==> config.mk <==
export PLATFORM = sky130hd
export DESIGN_NAME = dice_input_conditioner
export DESIGN_NICKNAME = d
export VERILOG_FILES = /design/src/rtl/dice_input_conditioner.sv
export SDC_FILE = /design/constraint.sdc
export NUM_CORES = 1
export LEC_CHECK = 0
export ABC_AREA = 1
export CORE_AREA = 2 2 39 41
export CTS_CLUSTER_SIZE = 40
export DETAILED_ROUTE_END_ITERATION = 8
export DIE_AREA = 0 0 41 43
export DONT_BUFFER_PORTS = 1
export HOLD_SLACK_MARGIN = 0.1
export REMOVE_ABC_BUFFERS = 1
export SYNTH_ARGS = -nofsm -noshare
export SYNTH_HDL_FRONTEND = slang
export SYNTH_SLANG_ARGS = --single-unit
==> constraint.sdc <==
create_clock -name clk -period 1 [get_ports clk]
set_input_delay 0.2 -clock clk [delete_from_list [all_inputs] [get_ports clk]]
set_output_delay 0.2 -clock clk [all_outputs]
set_load 0.1 [all_outputs]
==> src/rtl/dice_input_conditioner.sv <==
// Synchronizes, debounces and arbitrates the two dice "roll" buttons into
// mutually exclusive ER/EL enables plus a conflict flag for the game FSM.
module dice_input_conditioner #(
  parameter int DEBOUNCE_CYCLES = 4,
  parameter int CW              = $clog2(DEBOUNCE_CYCLES)
) (
  input  logic clk,
  input  logic reset,
  input  logic btn_r_raw,
  input  logic btn_l_raw,
  output logic ER,
  output logic EL,
  output logic conflict
);

  localparam logic [CW-1:0] CNT_MAX = CW'(DEBOUNCE_CYCLES - 1);

  typedef enum logic [1:0] {
    IDLE  = 2'd0,
    RIGHT = 2'd1,
    LEFT  = 2'd2,
    LOCK  = 2'd3
  } state_t;

  // Bit 0 is the right button, bit 1 the left button.
  logic [1:0]    w_raw;
  logic [1:0]    r_s1;
  logic [1:0]    r_s2;
  logic [1:0]    r_stable;
  logic [CW-1:0] r_cnt [2];
  state_t        r_state;
  state_t        w_next;
  logic          w_rb;
  logic          w_lb;

  assign w_raw = {btn_l_raw, btn_r_raw};
  assign w_rb  = r_stable[0];
  assign w_lb  = r_stable[1];

  always_ff @(posedge clk or negedge reset) begin
    if (!reset) begin
      r_s1 <= '0;
      r_s2 <= '0;
    end else begin
      r_s1 <= w_raw;
      r_s2 <= r_s1;
    end
  end

  // A change is accepted only after DEBOUNCE_CYCLES consecutive disagreeing samples.
  always_ff @(posedge clk or negedge reset) begin
    if (!reset) begin
      r_stable <= '0;
      for (int c = 0; c < 2; c++) r_cnt[c] <= '0;
    end else begin
      for (int c = 0; c < 2; c++) begin
        if (r_s2[c] == r_stable[c]) begin
          r_cnt[c] <= '0;
        end else if (r_cnt[c] == CNT_MAX) begin
          r_stable[c] <= r_s2[c];
          r_cnt[c]    <= '0;
        end else begin
          r_cnt[c] <= r_cnt[c] + CW'(1);
        end
      end
    end
  end

  always_ff @(posedge clk or negedge reset) begin
    if (!reset) r_state <= IDLE;
    else        r_state <= w_next;
  end

  // The owner keeps its grant while held; any overlap ends in LOCK until both release.
  always_comb begin
    w_next = IDLE;
    case (r_state)
      IDLE: begin
        if (w_rb && w_lb)       w_next = LOCK;
        else if (w_rb)          w_next = RIGHT;
        else if (w_lb)          w_next = LEFT;
        else                    w_next = IDLE;
      end
      RIGHT: begin
        if (w_rb)               w_next = RIGHT;
        else if (w_lb)          w_next = LOCK;
        else                    w_next = IDLE;
      end
      LEFT: begin
        if (w_lb)               w_next = LEFT;
        else if (w_rb)          w_next = LOCK;
        else                    w_next = IDLE;
      end
      LOCK: begin
        if (!w_rb && !w_lb)     w_next = IDLE;
        else                    w_next = LOCK;
      end
      default:                  w_next = IDLE;
    endcase
  end

  assign ER       = (r_state == RIGHT);
  assign EL       = (r_state == LEFT);
  assign conflict = (r_state == LOCK);

endmodule

======== Word level (Yosys, flattened, before mapping) ========
Index checks and enable logic that the tools add are counted.
operators by class
  add/sub/neg operators ................... 2
  equality and inequality tests ........... 7
  multiplexer cells ....................... 13
  bitwise operators ....................... 2
  reductions and logical operators ........ 7
operators with widths
  operator                                                                count
  2-bit two-way mux                                                       12
  2-bit equality test (second input constant)                             4
  2-bit one-hot mux with 4 select lines                                   1
  2-bit by 1-bit adder with 2-bit output (second input constant)          2
  2-bit AND reduction                                                     2
  1-bit equality test                                                     2
  2-bit by 1-bit equality test with 1-bit output (second input constant)  1
  1-bit logical AND                                                       2
  1-bit zero test                                                         2
  2-bit zero test                                                         1
  1-bit inverter                                                          2
storage, ports and cells
  register bits ........................... 12
  input bits .............................. 4
  output and inout bits ................... 3
  word-level logic and storage cells ...... 38

======== Longest topological paths before layout ========
  depth after elaboration ................. 4
  depth in mapped cells ................... 4
  mapped depth without buffers ............ 4

======== Worst setup path after synthesis ========
No wires, ideal clock.
  path type ............................... register -> output
  start point ............................. reg r_state[0]
  end point ............................... out ER
  data arrival time ....................... 1.688 ns
  required time ........................... 0.800 ns
  path slack .............................. -0.888 ns
  stages on the path, launching flop included .. 3
  buffers on the path ..................... 0
  path through ............................ dfrtp_1 inv_1 nor2_1
between the ends
  word-level cells in the longest chain between the ends .. 1
ends and longest elaborated chain
  item                                            RTL line  source
  start: declaration                              31        state_t r_state;
  start signal: assignment                        71        else r_state <= w_next;
  2-bit by 1-bit equality test with 1-bit output  102       assign ER = (r_state == RIGHT);
  end: declaration                                11        output logic ER,
Every way passes these cells.

======== Final worst setup path ========
  start point ............................. reg r_state[1]
  end point ............................... out ER
Same word-level chain as after synthesis.

==> flow_metrics.env <==
export IMPL_reg2reg_slack_ns=0.07
export IMPL_fp_dieArea_mm2=0.00176
export IMPL_start_util=0.345
export IMPL_place_congestion=0.690
export IMPL_pwr_share_comb=0.511
export IMPL_cp_required_ns=0.80
export IMPL_overflow=0
export IMPL_rows=14
export IMPL_seqPwrFrac=0.360
export IMPL_rsz0062_at_grt="true"
export IMPL_viasPerCell=4.33
export IMPL_track_usage=0.113
export IMPL_synth_distinct_cells=9
export IMPL_yosys_area_top_type="dfrtp_1"
export IMPL_wl_um=753
export IMPL_synth_top_cell_area_share=0.628
export IMPL_cts_sinks=12
export IMPL_status="finished with violations"
export IMPL_ir_drop_mv=1.65
export IMPL_leakage_nw=0.336
export IMPL_drv_slew=0
export IMPL_drive_gt1_frac=0.317
export IMPL_p_sw_w=0.000974
export IMPL_cp_data_arrival_time_ns=1.03
export IMPL_path_clk_slew_ns=0.07
export IMPL_wl_per_cell_um=9.53
export IMPL_pin_count=7
export IMPL_avgSynthCellArea_um2=9.19
export IMPL_dpl_cell_area_um2=571
export IMPL_fin_util=0.470
export IMPL_synth_area_leaders="dfrtp_1, nand2_1, inv_1"
export IMPL_maxSlewHeadroom=0.638
export IMPL_path_cells="nor2_4, buf_12"
export IMPL_grt_pass1_wl_mm=1.24
export IMPL_cpMaxStageDelayCell="dfrtp_2"
export IMPL_violations="negative setup slack"
export IMPL_whs_ns=0.350
export IMPL_die_x_um=41
export IMPL_syn_cell_area_um2=478
export IMPL_drtAntennaViolNets=0
export IMPL_grt_max_degree=13
export IMPL_antenna_found_initial=0
export IMPL_drv_cap=0
export IMPL_worst_setup_path_start_kind="register"
export IMPL_die_h_um=43
export IMPL_synth_cells=52
export IMPL_fillers=126
export IMPL_critPathKind="register to primary output"
export IMPL_pre_cts_ws_ns=0.00531
export IMPL_coreArea_mm2=0.00138
export IMPL_drt_first_pass_iters=4
export IMPL_path_max_fanout=5
export IMPL_finalNetCount=71
export IMPL_crit_path_max_incr_delay_ns=0.45
export IMPL_drtIter0Drc=1
export IMPL_stdcell_area_um2=651
export IMPL_timing_fmax_mhz=810
export IMPL_cts_made_buffers=3
export IMPL_portBuffers=0
export IMPL_p_int_w=0.00122
export IMPL_fin_crit_ns=1.23
export IMPL_synth_seq_cells=12
export IMPL_power_frac_clock=0.129
export IMPL_worstHoldPathType="primary input to asynchronous set/reset pin"
export IMPL_cp_end_kind="primary output"
export IMPL_finalSetupViolations=3
export IMPL_yosysWarningCount=0
export IMPL_grt_pass1_vias=321
export IMPL_tightest_slew_ns=0.542
export IMPL_hold_viol_final=0
export IMPL_vias=342
export IMPL_skew_ns=0.00505
export IMPL_num_antenna_cells=0
export IMPL_fin_ws_ns=-0.235
export IMPL_areaGrowthSynthToFinish_pct=36.1
export IMPL_htree_levels=1
export IMPL_worst_skew_pair_late_latency_ns=0.26
export IMPL_post_dp_hpwl_um=519
export IMPL_clock_root_buffer="clkbuf_4"
export IMPL_swShare=0.444
export IMPL_p_per_area_mw_per_mm2=3370
export IMPL_drc=0
export IMPL_cts_tree="done"
export IMPL_post_route_period_util=1.23
export IMPL_setup_tns_final_ns=-0.675
export IMPL_clockBufferDepth=2
export IMPL_yosysSeqAreaShare=0.628
-- through the flow --
step / instances / power, W
after global routing: 79 / 0.00236
after global placement: 72 / 0.00178
after CTS: 78 / 0.00212
final: 79 / 0.00219
after floorplan: 52 / 0.00144
after detailed placement: 72 / 0.00180
-- power by group through the flow --
stage | logic, W | clock network [W] | registers (W)
2_1_floorplan | 0.000698 | 0 | 0.000738
3_3_place_gp | 0.00102 | 0 | 0.000762
3_5_place_dp | 0.00103 | 0 | 0.000771
4_1_cts | 0.00105 | 0.000297 | 0.000767
5_1_grt | 0.00122 | 0.000315 | 0.000819
6_report | 0.00112 | 0.000282 | 0.000790
-- cells in the mapped netlist --
master and n:
or2_1 2, o21ai_0 2, inv_2 2, inv_1 9, nor2_1 6, ha_1 2, nand2_1 15, dfrtp_1 12
nand3_1 2
-- critical path: cells and delay by family (launching register included) --
| family | cells | cell delay, ns |
|---|---|---|
| flops | 1 | 0.45 |
| buf+inv | 1 | 0.18 |
| simple gates | 1 | 0.14 |
-- cell usage in the layout, fill, tap and decap left out, drive strengths merged --
master	instances
nand2	15
dfrtp	12
inv	11
nor2	6
buf	5
clkbuf	3
dlygate4sd3	3
or2	2
nand3	2
o21ai	2
ha	2
-- kinds of logic after synthesis --
group	count (synthesis)	share of synthesized area
compound gates	2	0.0209
fa+ha+maj	2	0.0523
buf+inv	11	0.0864
flops	12	0.628
simple gates	25	0.212
-- layout make-up --
class | instances | area [um2] | share of cell area
clock buffer | 3 | 22.5 | 0.0346
inverter | 11 | 41.3 | 0.0635
multi-input combinational | 29 | 159 | 0.244
sequential | 12 | 303 | 0.465
tap | 16 | 20.0 | 0.0308
timing repair buffer | 8 | 105 | 0.162
-- sequential cells by signal, indices dropped and copies added, names as in the netlist --
register  flops
r_s1          2
r_s2          2
r_cnt         4
r_stable      2
r_state       2
-- worst paths after layout --
check,start,endpoint,cells past startpoint
min reg2reg,r_s1[1],r_s2[1],0
min in group clk,r_s1[1],r_s2[1],0
min,reset,r_stable[0],1
max reg2reg,r_cnt[0],r_cnt[0],3
max in group asynchronous,reset,r_state[1],1
max,r_state[1],ER,2
-- routing by layer --
metal,up-vias,track usage,part of all wire
li1,176,-,-
met2,10,0.150,0.49
met5,-,0,0
met3,2,0.0471,0.039
met1,154,0.131,0.45
met4,0,0.100,0.015
-- repair_timing --
action                                 4_1_cts  5_1_grt
buffers inserted                             0        1
gates resized for setup                      3        7
endpoints found under the hold margin       14        0
pin swaps                                    0        4
setup endpoints to repair                    3        5
hold buffers                                 3        0
Power figures use the tool's default switching activity.
